===== src/rtl/star_scanner_if.sv =====
// Bundle of the scanner's control, pixel-memory, exclusion-list and hit
// signals. The slave view belongs to star_scanner; the master view belongs
// to whatever drives it (FSM, memory, box writer).
interface star_scanner_if #(
    parameter int xSz   = 8,
    parameter int ySz   = 7,
    parameter int colSz = 3
);
    logic             start;
    logic             ack;
    logic [14:0]      mem_addr;
    logic [colSz-1:0] mem_data;
    logic             box_wr;
    logic [xSz-1:0]   box_left;
    logic [xSz-1:0]   box_right;
    logic [ySz-1:0]   box_top;
    logic [ySz-1:0]   box_bottom;
    logic             clear_boxes;
    logic [xSz-1:0]   xCount;
    logic [ySz-1:0]   yCount;
    logic             starFound;
    logic             scanDone;
    logic             busy;
    logic [3:0]       boxCount;
    logic             boxOverflow;

    modport slave (
        input  start, ack, mem_data, box_wr, box_left, box_right,
               box_top, box_bottom, clear_boxes,
        output mem_addr, xCount, yCount, starFound, scanDone, busy,
               boxCount, boxOverflow
    );

    modport master (
        output start, ack, mem_data, box_wr, box_left, box_right,
               box_top, box_bottom, clear_boxes,
        input  mem_addr, xCount, yCount, starFound, scanDone, busy,
               boxCount, boxOverflow
    );
endinterface


===== src/rtl/star_scanner.sv =====
// Raster-order star search. Issues one pixel address per cycle, checks the
// returned colour one cycle later against the background and the list of
// already-drawn boxes, and parks on the first new star until acknowledged.
module star_scanner #(
    parameter int               xSz       = 8,
    parameter int               ySz       = 7,
    parameter int               colSz     = 3,
    parameter int               X_MAX     = 160,
    parameter int               Y_MAX     = 120,
    parameter logic [colSz-1:0] BG_COL    = 3'b000,
    parameter int               MAX_BOXES = 8
) (
    input  logic clk,
    input  logic reset,
    star_scanner_if.slave bus
);
    localparam int              ADDR_SZ  = 15;
    localparam logic [xSz-1:0]  X_LAST   = xSz'(X_MAX - 1);
    localparam logic [ySz-1:0]  Y_LAST   = ySz'(Y_MAX - 1);
    localparam logic [3:0]      BOX_FULL = 4'(MAX_BOXES);

    typedef enum logic [1:0] {IDLE, SCAN, FOUND, DONE} stateT;

    typedef struct packed {
        logic [xSz-1:0] left;
        logic [xSz-1:0] right;
        logic [ySz-1:0] top;
        logic [ySz-1:0] bottom;
    } boxT;

    stateT state, nextState;

    // Issue stage: next pixel to request from memory.
    logic [xSz-1:0]     addrX;
    logic [ySz-1:0]     addrY;
    logic [ADDR_SZ-1:0] memAddr;
    logic               issueDone;

    // Check stage: pixel whose colour is on mem_data this cycle.
    logic               chkValid;
    logic [xSz-1:0]     chkX;
    logic [ySz-1:0]     chkY;
    logic [ADDR_SZ-1:0] chkAddr;

    // Held hit.
    logic [xSz-1:0]     hitX;
    logic [ySz-1:0]     hitY;
    logic [ADDR_SZ-1:0] hitAddr;
    logic               starFound;
    logic               scanDone;

    // Exclusion list.
    boxT                boxes [MAX_BOXES];
    logic [3:0]         boxCount;
    logic               boxOverflow;
    logic               boxWrEn;
    boxT                newBox;

    logic startReq, issueEn, inBox, chkHit, chkLast, hitLast, ackTaken;

    assign startReq = bus.start && (state == IDLE || state == DONE);
    assign issueEn  = (state == SCAN) && !issueDone;
    assign chkHit   = (state == SCAN) && chkValid && (bus.mem_data != BG_COL) && !inBox;
    assign chkLast  = (state == SCAN) && chkValid && (chkX == X_LAST) && (chkY == Y_LAST);
    assign hitLast  = (hitX == X_LAST) && (hitY == Y_LAST);
    assign ackTaken = (state == FOUND) && bus.ack;
    assign boxWrEn  = bus.box_wr && !bus.clear_boxes && (boxCount < BOX_FULL);
    assign newBox   = '{left: bus.box_left, right: bus.box_right,
                        top: bus.box_top, bottom: bus.box_bottom};

    // Is the pixel in the check stage covered by any valid box?
    always_comb begin
        // NOTE: every signal written here gets a default first so no path infers a latch.
        inBox = 1'b0;
        for (int i = 0; i < MAX_BOXES; i++) begin
            if (4'(i) < boxCount &&
                boxes[i].left <= chkX && chkX <= boxes[i].right &&
                boxes[i].top  <= chkY && chkY <= boxes[i].bottom)
                inBox = 1'b1;
        end
    end

    // Next-state selection for the scan controller.
    always_comb begin
        nextState = state;
        case (state)
            IDLE, DONE: if (bus.start) nextState = SCAN;
            SCAN: begin
                if (chkHit)       nextState = FOUND;
                else if (chkLast) nextState = DONE;
            end
            FOUND:      if (bus.ack) nextState = hitLast ? DONE : SCAN;
            default:    nextState = IDLE;
        endcase
    end

    // State register.
    always_ff @(posedge clk) begin
        // NOTE: sequential state uses <= so every flop samples pre-edge values.
        if (reset) state <= IDLE;
        else       state <= nextState;
    end

    // Address generation, check pipeline and hit capture.
    always_ff @(posedge clk) begin
        if (reset) begin
            addrX     <= '0;
            addrY     <= '0;
            memAddr   <= '0;
            issueDone <= 1'b0;
            chkValid  <= 1'b0;
            chkX      <= '0;
            chkY      <= '0;
            chkAddr   <= '0;
            hitX      <= '0;
            hitY      <= '0;
            hitAddr   <= '0;
            starFound <= 1'b0;
            scanDone  <= 1'b0;
        end else begin
            // A hit discards the read issued alongside it.
            chkValid <= issueEn && !chkHit;
            if (issueEn) begin
                chkX    <= addrX;
                chkY    <= addrY;
                chkAddr <= memAddr;
            end

            if (startReq) begin
                addrX     <= '0;
                addrY     <= '0;
                memAddr   <= '0;
                issueDone <= 1'b0;
                scanDone  <= 1'b0;
            end else if (ackTaken) begin
                starFound <= 1'b0;
                if (hitLast) begin
                    scanDone <= 1'b1;
                end else begin
                    if (hitX == X_LAST) begin
                        addrX <= '0;
                        addrY <= hitY + 1'b1;
                    end else begin
                        addrX <= hitX + 1'b1;
                        addrY <= hitY;
                    end
                    memAddr   <= hitAddr + 1'b1;
                    issueDone <= 1'b0;
                end
            end else if (issueEn) begin
                if (addrX == X_LAST) begin
                    if (addrY == Y_LAST) begin
                        issueDone <= 1'b1;
                    end else begin
                        addrX   <= '0;
                        addrY   <= addrY + 1'b1;
                        memAddr <= memAddr + 1'b1;
                    end
                end else begin
                    addrX   <= addrX + 1'b1;
                    memAddr <= memAddr + 1'b1;
                end
            end

            if (chkHit) begin
                hitX      <= chkX;
                hitY      <= chkY;
                hitAddr   <= chkAddr;
                starFound <= 1'b1;
            end else if (chkLast) begin
                scanDone  <= 1'b1;
            end
        end
    end

    // Exclusion-list occupancy and overflow flag; clear beats a write.
    always_ff @(posedge clk) begin
        if (reset || bus.clear_boxes) begin
            boxCount    <= '0;
            boxOverflow <= 1'b0;
        end else if (bus.box_wr) begin
            if (boxCount < BOX_FULL) boxCount    <= boxCount + 1'b1;
            else                     boxOverflow <= 1'b1;
        end
    end

    // Exclusion-list entry storage.
    always_ff @(posedge clk) begin
        // NOTE: the box entries carry no reset; boxCount alone decides which are valid.
        for (int i = 0; i < MAX_BOXES; i++) begin
            if (!reset && boxWrEn && boxCount == 4'(i)) boxes[i] <= newBox;
        end
    end

    assign bus.mem_addr    = memAddr;
    assign bus.xCount      = hitX;
    assign bus.yCount      = hitY;
    assign bus.starFound   = starFound;
    assign bus.scanDone    = scanDone;
    assign bus.busy        = (state == SCAN) || (state == FOUND);
    assign bus.boxCount    = boxCount;
    assign bus.boxOverflow = boxOverflow;
endmodule


===== src/flat_wrapper.sv =====
// flat-port wrapper written by rule: the top's interface ports become plain ports
module star_scanner_flat 
#(
    parameter int               xSz       = 8,
    parameter int               ySz       = 7,
    parameter int               colSz     = 3,
    parameter int               X_MAX     = 160,
    parameter int               Y_MAX     = 120,
    parameter logic [colSz-1:0] BG_COL    = 3'b000,
    parameter int               MAX_BOXES = 8
)
  (clk, reset, bus_start, bus_ack, bus_mem_data, bus_box_wr, bus_box_left, bus_box_right, bus_box_top, bus_box_bottom, bus_clear_boxes, bus_mem_addr, bus_xCount, bus_yCount, bus_starFound, bus_scanDone, bus_busy, bus_boxCount, bus_boxOverflow);
  star_scanner_if #(.xSz(xSz), .ySz(ySz), .colSz(colSz)) bus_i ();
  input  logic clk;
  input  logic reset;
  input wire logic [$bits(bus_i.start)-1:0] bus_start;
  input wire logic [$bits(bus_i.ack)-1:0] bus_ack;
  input wire logic [$bits(bus_i.mem_data)-1:0] bus_mem_data;
  input wire logic [$bits(bus_i.box_wr)-1:0] bus_box_wr;
  input wire logic [$bits(bus_i.box_left)-1:0] bus_box_left;
  input wire logic [$bits(bus_i.box_right)-1:0] bus_box_right;
  input wire logic [$bits(bus_i.box_top)-1:0] bus_box_top;
  input wire logic [$bits(bus_i.box_bottom)-1:0] bus_box_bottom;
  input wire logic [$bits(bus_i.clear_boxes)-1:0] bus_clear_boxes;
  output wire logic [$bits(bus_i.mem_addr)-1:0] bus_mem_addr;
  output wire logic [$bits(bus_i.xCount)-1:0] bus_xCount;
  output wire logic [$bits(bus_i.yCount)-1:0] bus_yCount;
  output wire logic [$bits(bus_i.starFound)-1:0] bus_starFound;
  output wire logic [$bits(bus_i.scanDone)-1:0] bus_scanDone;
  output wire logic [$bits(bus_i.busy)-1:0] bus_busy;
  output wire logic [$bits(bus_i.boxCount)-1:0] bus_boxCount;
  output wire logic [$bits(bus_i.boxOverflow)-1:0] bus_boxOverflow;
  assign bus_i.start = bus_start;
  assign bus_i.ack = bus_ack;
  assign bus_i.mem_data = bus_mem_data;
  assign bus_i.box_wr = bus_box_wr;
  assign bus_i.box_left = bus_box_left;
  assign bus_i.box_right = bus_box_right;
  assign bus_i.box_top = bus_box_top;
  assign bus_i.box_bottom = bus_box_bottom;
  assign bus_i.clear_boxes = bus_clear_boxes;
  assign bus_mem_addr = bus_i.mem_addr;
  assign bus_xCount = bus_i.xCount;
  assign bus_yCount = bus_i.yCount;
  assign bus_starFound = bus_i.starFound;
  assign bus_scanDone = bus_i.scanDone;
  assign bus_busy = bus_i.busy;
  assign bus_boxCount = bus_i.boxCount;
  assign bus_boxOverflow = bus_i.boxOverflow;
  star_scanner #(.xSz(xSz), .ySz(ySz), .colSz(colSz), .X_MAX(X_MAX), .Y_MAX(Y_MAX), .BG_COL(BG_COL), .MAX_BOXES(MAX_BOXES)) u_core (.clk(clk), .reset(reset), .bus(bus_i));
endmodule

===== config.mk =====
export PLATFORM = sky130hd
export DESIGN_NAME = star_scanner_flat
export DESIGN_NICKNAME = d
export VERILOG_FILES = /design/src/rtl/star_scanner_if.sv /design/src/rtl/star_scanner.sv /design/src/flat_wrapper.sv
export SDC_FILE = /design/constraint.sdc
export NUM_CORES = 1
export LEC_CHECK = 0
export ABC_AREA = 0
export CAP_MARGIN = 20
export CELL_PAD_IN_SITES_DETAIL_PLACEMENT = 1
export CELL_PAD_IN_SITES_GLOBAL_PLACEMENT = 1
export CORE_ASPECT_RATIO = 0.5
export CORE_UTILIZATION = 40
export DETAILED_ROUTE_END_ITERATION = 12
export PLACE_DENSITY_LB_ADDON = 0.05
export REMOVE_ABC_BUFFERS = 1
export SETUP_SLACK_MARGIN = 0.02
export SYNTH_ARGS = -nofsm -noshare
export SYNTH_HDL_FRONTEND = slang
export SYNTH_SLANG_ARGS = --single-unit

===== constraint.sdc =====
create_clock -name clk -period 3.9 [get_ports clk]
set_input_delay 0.78 -clock clk [delete_from_list [all_inputs] [get_ports clk]]
set_output_delay 0.78 -clock clk [all_outputs]
set_load 0.02 [all_outputs]

# Word level (Yosys, flattened, before mapping)
# Memory sizes are Yosys's and may differ from the RTL's.
# Index checks and enable logic that the tools add are counted.
dict set report op_classes {
  reduce_logical 84
  n_addsub 7
  mux 81
  eq_ne 23
  magnitude_cmp 41
  n_bitwise 1
}
# op count
set op_table {}
lappend op_table {{$mux W30} 7}
lappend op_table {{$reduce_or A30 Y1} 7}
lappend op_table {{$le A8 B8 Y1} 16}
lappend op_table {{$le A7 B7 Y1} 16}
lappend op_table {{$mux W15} 5}
lappend op_table {{$logic_and A1 B1 Y1} 53}
lappend op_table {{$mux W8} 6}
lappend op_table {{$mux W1} 44}
lappend op_table {{$mux W7} 6}
lappend op_table {{$add A15 B1 Y15 const B} 2}
lappend op_table {{$eq A8 B8 Y1 const B} 3}
lappend op_table {{$eq A7 B7 Y1 const B} 3}
lappend op_table {{$mux W3} 7}
lappend op_table {{$add A8 B1 Y8 const B} 2}
lappend op_table {{$eq A4 B3 Y1 const B} 4}
lappend op_table {{$lt A3 B4 Y1 const A} 4}
lappend op_table {{$add A7 B1 Y7 const B} 2}
lappend op_table {{$mux W2} 5}
lappend op_table {{$eq A4 B2 Y1 const B} 2}
lappend op_table {{$lt A1 B4 Y1 const A} 2}
lappend op_table {{$lt A2 B4 Y1 const A} 2}
lappend op_table {{$ne A2 B2 Y1 const B} 4}
lappend op_table {{$reduce_and A4 Y1} 2}
lappend op_table {{$reduce_bool A2 Y1} 4}
lappend op_table {{18 further kinds} 29}
dict set report totals {
  regBits 101
  mem_count 1
  inputBits 39
  output_inout_bits 38
  elab_cells 254
  mem_bits_rw 240
}
# memory depth width read_ports rd_ports_with_merged_regs write_ports line
set memory_table {}
lappend memory_table {u_core.boxes 8 30 8 0 1 star_scanner.sv:53} ;# boxT boxes [MAX_BOXES];

# Longest topological paths before layout
dict set report logic_depth {
  ltp_word 17
  ltp_mapped 17
  mapped_depth_nobuf 13
}

# Worst setup path after synthesis
# Ideal clock, no wire load.
dict set report synth_path {
  path_kind {input to register}
  startpoint {input port bus_ack}
  endpoint {register u_core.memAddr[14], in the netlist u_core.bus.mem_addr[14]}
  required_ps 3767
  slack_ps 451
  arrival_time_ps 3316
  setup_ps 133
  n_path_buf 4
  stages 15
  path_cell_list {and2_1 clkbuf_2 buf_2 buf_1 clkbuf_1 nand2_1 nand2_1 ha_1 a21boi_2 nand3_1 a21o_1 a21oi_1 a21oi_1 o21ai_0 a31oi_1}
}
dict set report synth_between {
  elab_chain_cells 3
  elab_cells_between_ends 6
  classes_between {eq/ne: 2; mux: 1; reduce/logical: 3}
}
# item line
set synth_rtl {}
lappend synth_rtl {{from (decl)} flat_wrapper.sv:17} ;# input wire logic [$bits(bus_i.ack)-1:0] bus_ack;
lappend synth_rtl {{$logic_and A1 B1 Y1 *} star_scanner.sv:66} ;# assign ackTaken = (state == FOUND) && bus.ack;
lappend synth_rtl {{$ne A3 B2 Y1 (no line), or another cell as far along} -}
lappend synth_rtl {{$reduce_and A3 Y1 (no line)} -}
lappend synth_rtl {{to (signal assigned)} star_scanner.sv:147} ;# memAddr <= hitAddr + 1'b1;
lappend synth_rtl {{to (signal assigned)} star_scanner.sv:157} ;# memAddr <= memAddr + 1'b1;
lappend synth_rtl {{to (signal assigned)} star_scanner.sv:161} ;# memAddr <= memAddr + 1'b1;
lappend synth_rtl {{to (decl)} star_scanner.sv:36} ;# logic [ADDR_SZ-1:0] memAddr;
# Every way passes the cells marked *; elsewhere a longest branch is shown, timed or not.
# A chain may end at the register's enable or synchronous reset.

# Worst setup path after layout
dict set report layout_path {
  startpoint {register u_core.chkY[2]}
  endpoint {register u_core.state[1]}
}
dict set report layout_between {
  elab_chain_cells 15
  elab_cells_between_ends 48
  classes_between {order compare: 16; eq/ne: 2; mux: 10; reduce/logical: 20}
}
# item line
set layout_rtl {}
lappend layout_rtl {{from (decl)} star_scanner.sv:42} ;# logic [ySz-1:0] chkY;
lappend layout_rtl {{from (signal assigned)} star_scanner.sv:125} ;# chkY <= addrY;
lappend layout_rtl {{$le A7 B7 Y1} star_scanner.sv:78} ;# boxes[i].top <= chkY && chkY <= boxes[i].bottom)
lappend layout_rtl {{$logic_and A1 B1 Y1} star_scanner.sv:77} ;# boxes[i].left <= chkX && chkX <= boxes[i].right &&
lappend layout_rtl {{$logic_and A1 B1 Y1} star_scanner.sv:78}
lappend layout_rtl {{$mux W1 (8 in a row)} star_scanner.sv:76} ;# if (4'(i) < boxCount &&
lappend layout_rtl {{$logic_not A1 Y1} star_scanner.sv:63} ;# assign chkHit = (state == SCAN) && chkValid && (bus.mem_data != BG_COL) && !inBox;
lappend layout_rtl {{$logic_and A1 B1 Y1} star_scanner.sv:63}
lappend layout_rtl {{$ne A3 B1 Y1 (no line) or $mux W2 (tied branches)} -}
lappend layout_rtl {{$reduce_and A3 Y1 (no line) or $pmux W2 S3 (tied branches)} -}
lappend layout_rtl {{to (signal assigned)} star_scanner.sv:101} ;# else state <= nextState;
lappend layout_rtl {{to (decl)} star_scanner.sv:31} ;# stateT state, nextState;
# Several ways; a longest one is shown, not always the timed one.

==> impl_metrics.json <==
{
  "leakage_nw": 7.97,
  "holdBufCountCts": 0,
  "dp_hpwl_um": 37700,
  "firstDrtPassIters": 8,
  "path_cells": "inv_1 -> ha_1 -> o211ai_1 -> nand3b_1 -> a2111oi_0 -> nor3_1 -> o311ai_2 -> nor3_4 -> buf_12 -> o21bai_2 -> mux2_2",
  "violations": "DRC",
  "required_ns": 4.32,
  "finalCritPeriodShare_pct": 89.0,
  "end_kind": "flip-flop",
  "io_buffers": 76,
  "async_flop_share_pct": 0,
  "drt_wl_total_um": 52400,
  "rows": 54,
  "die-height_um": 152,
  "ant_nets": 0,
  "place_congestion": 0.839,
  "htree_levels": 2,
  "grt_use_met2_pct": 39.2,
  "area_delta_synth_final_pct": 16.3,
  "path_clk_slew_ns": 0.06,
  "worstHoldStart": "u_core.chkAddr[4]",
  "layout_common_cells": "ha_1 (250), edfxtp_1 (240), inv_1 (150)",
  "clk_latency_ns": 0.54,
  "synth-edff-count": 240,
  "via_per_inst": 5.59,
  "cts-root-buf": "clkbuf_16",
  "coreArea_mm2": 0.0439,
  "cp_slowest_cell": "dfxtp_1",
  "vias": 13200,
  "use_met1_pct": 31.5,
  "rsz0062_at_grt": "no",
  "cts_buffers": 36,
  "post-route-util_pct": 47.5,
  "synth_ff_type": "edfxtp_1",
  "wl_per_cell_um": 22.2,
  "final_common_cell": "ha_1",
  "antennaDiodeCount": 0,
  "worst_r2r_path_depth": 11,
  "cp-startpoint": "u_core.chkY[2]",
  "cp.depth": 11,
  "clk_path_buf_depth": 3,
  "power.density_mw_per_mm2": 397,
  "hold_ws_ns": 0.458,
  "ys_types": 71,
  "arrival_ns": 3.89,
  "drt_iter0_drc": 697,
  "clock-skew-final_ns": 0.0178,
  "setup_viol": 0,
  "tightestPinTransition_ns": 0.942,
  "status": "complete, but fails checks",
  "yosys_warnings": 0,
  "rrSetupSlack_ns": 0.43,
  "grt_start_max_net_pins": 41,
  "grt_pass1_vias": 13900,
  "slew_viol_final": 0,
  "syn-instance-count": 1619,
  "grt.met3_usage_pct": 3.41,
  "critPathBufInv": 2,
  "clock-sinks": 341,
  "antenna_found_initial": 0,
  "yosys_register_bits": 341,
  "initial_core_util_pct": 40.8,
  "slew_headroom_pct": 36.4,
  "cts_tree": "done",
  "ios": 77,
  "fillers": 4712,
  "hold_path_depth": 2,
  "path_class": "flip-flop to flip-flop",
  "max_freq_mhz": 288,
  "dieArea_mm2": 0.0457,
  "grt.total_usage_pct": 23.3,
  "layout-drive-gt1-share_pct": 6.82,
  "avgSynthCellArea_um2": 11.1,
  "fp.dieW_um": 301,
  "cp_top_family": "compound AO/OA/AOI/OAI gates",
  "r2r-start": "u_core.chkY[2]",
  "ys_seq_area_share_pct": 51.5,
  "start_kind": "flip-flop",
  "grt_overflow": 0,
  "hp-class": "flip-flop to flip-flop",
  "min_period_ns": 3.47,
  "grt_pass1_wl_um": 80300,
  "hold_viol_final": 0,
  "peakVddDrop_mv": 0.224,
  "cap_violations": 0,
  "drc": 8,
  "grt-busiest-layer": "met2",
  "setup_tns_ns": 0,
  "worst-path-max-fanout": 8,
  "cp_slowest_stage_delay_ns": 0.67,
  "fin_nets": 2034,
  "synth_area_mm2": 0.0179
}
## registers in the layout, summed over array words and instances, names as in the netlist
| register | cells |
|---|---|
| u_core.boxes | 240 |
| u_core.bus.mem_addr | 15 |
| u_core.chkAddr | 15 |
| u_core.hitAddr | 15 |
| u_core.addrX | 8 |
| u_core.bus.xCount | 8 |
| u_core.chkX | 8 |
| u_core.addrY | 7 |
| u_core.bus.yCount | 7 |
| u_core.chkY | 7 |
| u_core.bus.boxCount | 4 |
| u_core.state | 2 |
| u_core.bus.boxOverflow | 1 |
| u_core.bus.scanDone | 1 |
| u_core.bus.starFound | 1 |
| u_core.chkValid | 1 |
| u_core.issueDone | 1 |
## through the flow
step	worst slack (ns)	area [um^2]	cells	total power [mW]
after global routing	0.187	20900	2361	8.57
after detailed placement	0.141	19700	2292	4.88
after floorplan	0.0383	17800	1580	4.45
after global placement	0.200	19700	2292	4.85
after CTS	0.131	20800	2358	8.37
final	0.429	20900	2361	8.27
## cell families (layout without fill, tap and decap cells)
logic type / after synthesis / in the layout / synth area share (%)
XOR/XNOR: 16 / 16 / 0.782
adder cells (fa/ha/maj): 250 / 250 / 17.4
AND/OR/NAND/NOR: 444 / 444 / 12.1
buffers and inverters: 189 / 343 / 4.08
flip-flops: 341 / 341 / 51.5
multiplexers: 42 / 42 / 2.35
AO/OA/AOI/OAI: 337 / 337 / 11.7
## report_power, final
part	total (mW)	switching (mW)	internal, mW	leakage, nW
Sequential	3.95	0.0392	3.91	2.98
Clock	3.47	1.49	1.98	0.563
Combinational	0.849	0.575	0.275	4.43
Total	8.27	2.10	6.17	7.97
## routing by layer
layer	routed length, um	up-vias
li1	-	6254
met1	25300	6676
met2	24300	196
met3	1830	81
met4	1000	0
met5	0	-
## cell usage after synthesis (5+ instances only)
master	count	area [um^2]
o21ai_0	58	290
nand3b_1	8	60.1
clkbuf_1	27	101
a211oi_1	11	82.6
mux2i_1	41	410
dfxtp_1	101	2020
o31ai_1	9	67.6
ha_1	250	3130
nor3_1	19	95.1
and3_1	7	43.8
xnor2_1	5	43.8
nor2_1	88	330
a21oi_1	137	686
nand2_1	135	507
edfxtp_1	240	7210
a31oi_1	12	75.1
o211ai_1	20	150
buf_2	5	25.0
o21a_1	11	82.6
nand2b_1	10	62.6
o22a_1	5	43.8
nor2b_1	25	156
and2_1	6	37.5
nand4_1	59	369
xor2_1	11	96.3
o2111ai_1	9	78.8
a21o_1	13	97.6
nand3_1	69	345
o22ai_1	15	93.8
inv_1	150	563
## final timing paths
check	endpoint
min	u_core.chkAddr[4]
max	u_core.state[1]
min reg2reg	u_core.chkAddr[4]
max reg2reg	u_core.state[1]
## cell type report
type	count	area, um^2	area share (%)
flip-flops and latches	341	9230	44.3
repair buffers	127	1200	5.76
multi-input cells	1089	7970	38.2
clock buffers	47	983	4.72
well taps	588	736	3.53
clock inverters	19	169	0.810
inverters	150	563	2.70
## worst register-to-register path, cell delays in order (launching register included)
cell	delay [ns]
dfxtp_1	0.67
inv_1	0.37
ha_1	0.42
o211ai_1	0.10
nand3b_1	0.09
a2111oi_0	0.41
nor3_1	0.18
o311ai_2	0.36
nor3_4	0.07
buf_12	0.16
o21bai_2	0.20
mux2_2	0.35
## repair_timing
action | 4_1_cts | 5_1_grt
setup endpoints to repair | 0 | 13
endpoints found under the hold margin | 0 | 0
setup buffers | 0 | 3
gates resized for setup | 0 | 0
Note: power is estimated with default switching activity, not from simulation.
